==> config.mk <==
export PLATFORM = sky130hd
export DESIGN_NAME = instruction_fetch_stage_flat
export DESIGN_NICKNAME = d
export VERILOG_FILES = /design/src/rtl/mips_pkg.sv /design/src/rtl/instruction_fetch_stage_if.sv /design/src/rtl/fetch_next_pc.sv /design/src/rtl/instruction_fetch_stage.sv /design/src/flat_wrapper.sv
export SDC_FILE = /design/constraint.sdc
export NUM_CORES = 1
export LEC_CHECK = 0
export ABC_CLOCK_PERIOD_IN_PS = 3200
export BUFFER_PORTS_ARGS = -buffer_cell sky130_fd_sc_hd__buf_4
export CELL_PAD_IN_SITES_DETAIL_PLACEMENT = 1
export CELL_PAD_IN_SITES_GLOBAL_PLACEMENT = 1
export CORE_MARGIN = 2
export CORE_UTILIZATION = 45
export CTS_CLUSTER_SIZE = 30
export DETAILED_ROUTE_END_ITERATION = 7
export HOLD_SLACK_MARGIN = 0.02
export PLACE_DENSITY_LB_ADDON = 0.12
export SLEW_MARGIN = 25
export SYNTH_ARGS = -nofsm -noshare
export SYNTH_HDL_FRONTEND = slang
export SYNTH_HIERARCHICAL = 1
export SYNTH_SLANG_ARGS = --single-unit
==> constraint.sdc <==
create_clock -name clk -period 3.2 [get_ports clk]
set_clock_uncertainty 0.15 [all_clocks]
set_input_delay 0.48 -clock clk [delete_from_list [all_inputs] [get_ports clk]]
set_output_delay 0.48 -clock clk [all_outputs]
set_load 0.05 [all_outputs]
==> src/rtl/mips_pkg.sv <==
// Shared MIPS definitions: bubble encoding, opcodes, and the fetch FSM state
// encoding, plus the record type that moves through the skid buffer and IF/ID.
package mips_pkg;

  localparam logic [31:0] NOP_INSTR = 32'h0000_0000;

  localparam logic [5:0] OP_RTYPE = 6'b000000;
  localparam logic [5:0] OP_J     = 6'b000010;
  localparam logic [5:0] OP_BEQ   = 6'b000100;

  typedef enum logic [1:0] {
    FETCH   = 2'd0,
    DISCARD = 2'd1,
    HOLD    = 2'd2
  } fetch_state_e;

  typedef struct packed {
    logic [31:0] instr;
    logic [31:0] pc_plus4;
  } fetch_word_t;

endpackage

==> src/rtl/instruction_fetch_stage_if.sv <==
// Instruction-memory read port: the fetch stage is the master, memory the slave.
interface instruction_fetch_stage_if;
  logic        imem_req;
  logic [31:0] imem_addr;
  logic        imem_ready;
  logic [31:0] imem_rdata;

  modport master (output imem_req, imem_addr, input  imem_ready, imem_rdata);
  modport slave  (input  imem_req, imem_addr, output imem_ready, imem_rdata);
endinterface

==> src/rtl/fetch_next_pc.sv <==
// Target adders and redirect priority (branch > jump > sequential).
// Purely combinational; the result is always word-aligned.
module fetch_next_pc (
  input  logic [31:0] pc,
  input  logic        branch_taken,
  input  logic [31:0] branch_pc_plus4,
  input  logic [31:0] branch_offset,
  input  logic        jump,
  input  logic        if_id_valid,
  input  logic        stall,
  input  logic [3:0]  jump_pc_hi,
  input  logic [25:0] jump_index,
  output logic [31:0] next_pc,
  output logic        redirect
);

  logic [31:0] w_branch_target;
  logic [31:0] w_jump_target;
  logic [31:0] w_seq_pc;
  logic [31:0] w_sel_pc;

  assign w_branch_target = branch_pc_plus4 + (branch_offset << 2);
  assign w_jump_target   = {jump_pc_hi, jump_index, 2'b00};
  assign w_seq_pc        = pc + 32'd4;

  // NOTE: every output gets a default first so no path through the if-chain
  // leaves a variable unassigned and infers a latch.
  always_comb begin
    redirect = 1'b0;
    w_sel_pc = w_seq_pc;
    if (branch_taken) begin
      redirect = 1'b1;
      w_sel_pc = w_branch_target;
    end else if (jump && if_id_valid && !stall) begin
      redirect = 1'b1;
      w_sel_pc = w_jump_target;
    end
  end

  assign next_pc = {w_sel_pc[31:2], 2'b00};

endmodule

==> src/rtl/instruction_fetch_stage.sv <==
// MIPS fetch stage: PC, fetch FSM, one-entry skid buffer and the IF/ID register.
// Bubbles are the all-zero instruction with if_id_valid low.
module instruction_fetch_stage
  import mips_pkg::*;
#(
  parameter logic [31:0] RESET_PC = 32'h0000_0000
) (
  input  logic                        clk,
  input  logic                        reset_n,
  instruction_fetch_stage_if.master   imem,
  input  logic                        stall,
  input  logic                        branch_taken,
  input  logic [31:0]                 branch_pc_plus4,
  input  logic [31:0]                 branch_offset,
  input  logic                        jump,
  output logic                        if_id_valid,
  output logic [31:0]                 if_id_instr,
  output logic [31:0]                 if_id_pc_plus4
);

  fetch_state_e r_state, w_state_next;
  logic [31:0]  r_pc, w_pc_next;
  logic [31:0]  r_discard_addr, w_discard_addr_next;
  fetch_word_t  r_skid, w_skid_next;
  fetch_word_t  r_if_id, w_if_id_next;
  logic         r_if_id_valid, w_if_id_valid_next;

  logic [31:0]  w_next_pc;
  logic         w_redirect;

  fetch_next_pc u_next_pc (
    .pc              (r_pc),
    .branch_taken    (branch_taken),
    .branch_pc_plus4 (branch_pc_plus4),
    .branch_offset   (branch_offset),
    .jump            (jump),
    .if_id_valid     (r_if_id_valid),
    .stall           (stall),
    .jump_pc_hi      (r_if_id.pc_plus4[31:28]),
    .jump_index      (r_if_id.instr[25:0]),
    .next_pc         (w_next_pc),
    .redirect        (w_redirect)
  );

  // In DISCARD the old request is still outstanding, so its address is
  // replayed until memory answers even though the PC has already moved on.
  assign imem.imem_req  = reset_n && (r_state != HOLD);
  assign imem.imem_addr = (r_state == DISCARD) ? r_discard_addr : r_pc;

  assign if_id_valid    = r_if_id_valid;
  assign if_id_instr    = r_if_id.instr;
  assign if_id_pc_plus4 = r_if_id.pc_plus4;

  always_comb begin
    w_state_next        = r_state;
    w_pc_next           = r_pc;
    w_discard_addr_next = r_discard_addr;
    w_skid_next         = r_skid;
    w_if_id_next        = r_if_id;
    w_if_id_valid_next  = r_if_id_valid;

    if (w_redirect) begin
      w_pc_next          = w_next_pc;
      w_if_id_valid_next = 1'b0;
      w_if_id_next.instr = NOP_INSTR;
      w_skid_next        = '0;
      if (r_state != HOLD && !imem.imem_ready) begin
        w_state_next = DISCARD;
        if (r_state == FETCH) w_discard_addr_next = r_pc;
      end else begin
        w_state_next = FETCH;
      end
    end else begin
      unique case (r_state)
        FETCH: begin
          if (imem.imem_ready) begin
            w_pc_next = w_next_pc;
            if (stall) begin
              w_skid_next  = '{instr: imem.imem_rdata, pc_plus4: w_next_pc};
              w_state_next = HOLD;
            end else begin
              w_if_id_valid_next = 1'b1;
              w_if_id_next       = '{instr: imem.imem_rdata, pc_plus4: w_next_pc};
            end
          end else if (!stall) begin
            // Decode consumed IF/ID and nothing arrived: present a bubble.
            w_if_id_valid_next = 1'b0;
            w_if_id_next.instr = NOP_INSTR;
          end
        end
        HOLD: begin
          if (!stall) begin
            w_if_id_valid_next = 1'b1;
            w_if_id_next       = r_skid;
            w_skid_next        = '0;
            w_state_next       = FETCH;
          end
        end
        DISCARD: begin
          if (imem.imem_ready) w_state_next = FETCH;
        end
        default: w_state_next = FETCH;
      endcase
    end
  end

  // NOTE: state registers use non-blocking assignments so every flop samples
  // the pre-edge values regardless of process ordering.
  always_ff @(posedge clk or negedge reset_n) begin
    if (!reset_n) begin
      r_state        <= FETCH;
      r_pc           <= RESET_PC;
      r_discard_addr <= '0;
      r_skid         <= '0;
      r_if_id        <= '0;
      r_if_id_valid  <= 1'b0;
    end else begin
      r_state        <= w_state_next;
      r_pc           <= w_pc_next;
      r_discard_addr <= w_discard_addr_next;
      r_skid         <= w_skid_next;
      r_if_id        <= w_if_id_next;
      r_if_id_valid  <= w_if_id_valid_next;
    end
  end

endmodule

==> src/flat_wrapper.sv <==
// flat-port wrapper written by rule: the top's interface ports become plain ports
module instruction_fetch_stage_flat import mips_pkg::*;
#(
  parameter logic [31:0] RESET_PC = 32'h0000_0000
)
  (clk, reset_n, stall, branch_taken, branch_pc_plus4, branch_offset, jump, if_id_valid, if_id_instr, if_id_pc_plus4, imem_imem_req, imem_imem_addr, imem_imem_ready, imem_imem_rdata);
  instruction_fetch_stage_if imem_i ();
  input  logic clk;
  input  logic reset_n;
  input  logic stall;
  input  logic branch_taken;
  input  logic [31:0] branch_pc_plus4;
  input  logic [31:0] branch_offset;
  input  logic jump;
  output logic if_id_valid;
  output logic [31:0] if_id_instr;
  output logic [31:0] if_id_pc_plus4;
  output wire logic [$bits(imem_i.imem_req)-1:0] imem_imem_req;
  output wire logic [$bits(imem_i.imem_addr)-1:0] imem_imem_addr;
  input wire logic [$bits(imem_i.imem_ready)-1:0] imem_imem_ready;
  input wire logic [$bits(imem_i.imem_rdata)-1:0] imem_imem_rdata;
  assign imem_imem_req = imem_i.imem_req;
  assign imem_imem_addr = imem_i.imem_addr;
  assign imem_i.imem_ready = imem_imem_ready;
  assign imem_i.imem_rdata = imem_imem_rdata;
  instruction_fetch_stage #(.RESET_PC(RESET_PC)) u_core (.clk(clk), .reset_n(reset_n), .imem(imem_i), .stall(stall), .branch_taken(branch_taken), .branch_pc_plus4(branch_pc_plus4), .branch_offset(branch_offset), .jump(jump), .if_id_valid(if_id_valid), .if_id_instr(if_id_instr), .if_id_pc_plus4(if_id_pc_plus4));
endmodule
==> flow_metrics.env <==
export IMPL_status="finished, final reports clean"
export IMPL_combPwrFrac_pct=42.3
export IMPL_min_period_over_period_pct=95.10
export IMPL_setup_slack_ns=0.1568
export IMPL_numCtsBuffers=17
export IMPL_root_buffer="clkbuf_16"
export IMPL_cts_htree_levels=4
export IMPL_synth_ff_type="dfrtp_1"
export IMPL_hold_depth=2
export IMPL_routed_via_density=5.908
export IMPL_critical_path_top_delay_family="simple AND/OR/NAND/NOR gates"
export IMPL_clkSinkCount=195
export IMPL_min_path_type="in -> reg"
export IMPL_dieArea_um2=26130
export IMPL_cp_slowest_stage_delay_ns=0.45
export IMPL_die_y_um=161.6
export IMPL_path_cells="ha_1, and4_1, nand2_1, or2_2, nand2b_1, xnor2_1, o21ai_0, a31oi_1, mux2_2, mux2_2"
export IMPL_gp_congestion=0.8439
export IMPL_p_sw_share_pct=40.99
export IMPL_cts_path_max_buffers=2
export IMPL_yosys_top_cells_area="dfrtp_1, mux2_2, a22o_1"
export IMPL_synthArstFlopShare_pct=100.0
export IMPL_leakagePower_nw=6.510
export IMPL_cp_slowest_cell="dfrtp_2"
export IMPL_worst_path_most_repeated_cell="mux2_2"
export IMPL_critPathBufInv=0
export IMPL_dp_hpwl_um=25770
export IMPL_critPathKind="reg -> reg"
export IMPL_clock_fmax_mhz=328.6
export IMPL_grt_usage_pct=28.44
export IMPL_fin_cells=1618
export IMPL_ant_nets=0
export IMPL_required_ns=3.39
export IMPL_cts_tree="done"
export IMPL_dieWidth_um=161.6
export IMPL_net_switching_power_mw=3.999
export IMPL_rows=57
export IMPL_wire_per_inst_um=22.42
export IMPL_p_per_area_nw_per_um2=680.6
export IMPL_yosys_register_bits=195
export IMPL_core_area_um2=24390
export IMPL_synth_area_um2=11180
export IMPL_first_iter_violations=601
export IMPL_antenna_found_initial=0
export IMPL_rr_worst_depth=10
export IMPL_rsz0062_at_grt="false"
export IMPL_setup_violations=0
export IMPL_ir_drop_mv=0.6969
export IMPL_final_common_cell="buf_4"
export IMPL_area_delta_synth_final_pct=28.19
export IMPL_path_max_fanout=6
export IMPL_arrival_ns=3.23
export IMPL_p_int_mw=5.756
export IMPL_grt_max_degree=97
export IMPL_drive_gt1_share_pct=42.12
export IMPL_yosys_warnings=6
export IMPL_layout_common_cells="buf_4, dfrtp_1, mux2_2, a22o_1, a21oi_1"
export IMPL_vias=9559
export IMPL_totalWireLength_um=36280
export IMPL_slew_viol_final=0
export IMPL_tightest_slew_ns=0.9143
export IMPL_pre_cts_ws_ns=-0.3970
export IMPL_io_buffers=195
export IMPL_yosys_area_top_type="dfrtp_1"
export IMPL_num_antenna_cells=0
export IMPL_num_io_pins=200
export IMPL_grt_pass1_vias=10380
export IMPL_dpl_cell_count=1585
export IMPL_synth_distinct_cells=66
export IMPL_clk_latency_ns=0.45
export IMPL_syn_avg_cell_area_um2=11.08
export IMPL_clkTransAtPathRegs_ns=0.08
export IMPL_synthCells=1009
export IMPL_hold_viol_final=0
export IMPL_layout_nets=1414
export IMPL_grt_overflow=0
export IMPL_post_cts_buffers=0
export IMPL_slew_headroom_pct=39.05
export IMPL_crit_cells=10
export IMPL_pwr_share_clk_pct=22.2
export IMPL_min_period_ns=3.043
export IMPL_drc=0
export IMPL_synth_edf_count=0
export IMPL_grt_pass1_wl_um=57580
export IMPL_drv_cap=0
export IMPL_start_util_pct=45.84
export IMPL_end_kind="flop"
export IMPL_first_pass_iters=5
export IMPL_synth_top_area_share_pct=43.64
export IMPL_synth_seq_area_share_pct=43.64
export IMPL_critPathLaunchType="flop"
export IMPL_pwr_share_seq_pct=35.5
[per-stage QoR]
stage | TNS, ns | hold slack, ns | util [%] | cell area, µm² | power (mW)
2_1_floorplan | 0 | 0.03441 | - | 11190 | 6.062
3_3_place_gp | -3.629 | 0.2429 | 56.19 | 13710 | 7.444
5_1_grt | 0 | 0.1048 | 58.77 | 14330 | 10.22
3_5_place_dp | -5.857 | 0.2426 | 56.19 | 13710 | 7.572
4_1_cts | 0 | 0.09605 | 58.67 | 14310 | 9.793
6_report | 0 | 0.1071 | 58.77 | 14330 | 9.755
[cell families (layout without fill, tap and decap cells)]
kind of cell	count (synthesis)	in the layout	synth area share (%)
AOI/OAI and AO/OA	259	259	16.77
and+or+nand+nor	207	207	9.724
muxes	195	195	19.26
DFF	195	195	43.64
buffers and inverters	80	364	3.827
xor gates and xnor gates	41	41	3.211
adders and majority gates	31	31	3.536
other	1	2	0.03354
[metal layers]
layer  GRT usage (%)  share of wire [%]
met1           36.34                 43
met4           12.11                3.5
met5               0                  0
met2           49.05                 50
met3           3.236                3.8
[registers in the layout, indices dropped and copies added (netlist names)]
signal / cells
u_core/if_id_pc_plus4: 32
u_core/if_id_valid: 1
u_core/r_skid: 64
u_core/if_id_instr: 32
u_core/r_state: 2
u_core/r_discard_addr: 32
u_core/r_pc: 32
[cells in the mapped netlist, types with 3 or more instances]
| master | n |
|---|---|
| a211o_1 | 3 |
| a211oi_1 | 8 |
| a21boi_0 | 4 |
| a21o_1 | 14 |
| a21oi_1 | 58 |
| a22o_1 | 64 |
| a311oi_1 | 6 |
| a31o_2 | 5 |
| a31oi_1 | 4 |
| and2_1 | 3 |
| and3_1 | 9 |
| and4_1 | 6 |
| buf_2 | 18 |
| buf_4 | 6 |
| buf_6 | 11 |
| clkbuf_1 | 31 |
| dfrtp_1 | 195 |
| ha_1 | 30 |
| inv_1 | 12 |
| mux2_2 | 160 |
| mux2i_1 | 34 |
| nand2_1 | 40 |
| nand2b_1 | 4 |
| nand3_1 | 23 |
| nand4_1 | 10 |
| nor2_1 | 59 |
| nor2b_1 | 3 |
| nor3_1 | 13 |
| nor4_1 | 4 |
| o211ai_1 | 6 |
| o21a_1 | 4 |
| o21ai_0 | 35 |
| o2bb2ai_1 | 30 |
| o31ai_1 | 3 |
| or2_2 | 6 |
| or3_1 | 13 |
| xnor2_1 | 24 |
| xor2_1 | 17 |
[path summary, 6_finish.rpt]
check / start / end / slack, ns
worst max-delay path: u_core/r_pc[3] / u_core/if_id_pc_plus4[28] / 0.16
worst min register to register: u_core/if_id_pc_plus4[3] / u_core/if_id_pc_plus4[3] / 0.35
worst min-delay path: imem_imem_rdata[2] / u_core/r_skid[34] / 0.11
worst max register to register: u_core/r_pc[3] / u_core/if_id_pc_plus4[28] / 0.16
max in group asynchronous: reset_n / u_core/r_pc[2] / 1.32
min in group asynchronous: reset_n / u_core/r_skid[24] / 0.33
[final cells by class]
class / count / area, µm²
Fill cell: 2614 / 10060
Multi-Input combinational cell: 735 / 5944
Timing Repair Buffer: 320 / 2461
Clock inverter: 15 / 170.2
Clock buffer: 17 / 425.4
Tap cell: 324 / 405.4
Sequential cell: 195 / 4882
Inverter: 12 / 45.04
[power groups by stage]
stage / Clock (mW) / Combinational, mW / Sequential [mW]
global placement: 0 / 4.00 / 3.44
global route: 2.31 / 4.36 / 3.54
floorplan: 0 / 2.04 / 4.02
detailed placement: 0 / 4.09 / 3.48
finish: 2.17 / 4.13 / 3.46
CTS: 2.21 / 4.13 / 3.45
[timing repair]
item	4_1_cts	5_1_grt
setup endpoints to repair	0	4
hold buffers	1	0
gates resized for setup	0	8
endpoints found under the hold margin	30	0
(Power assumes the default switching activity.)
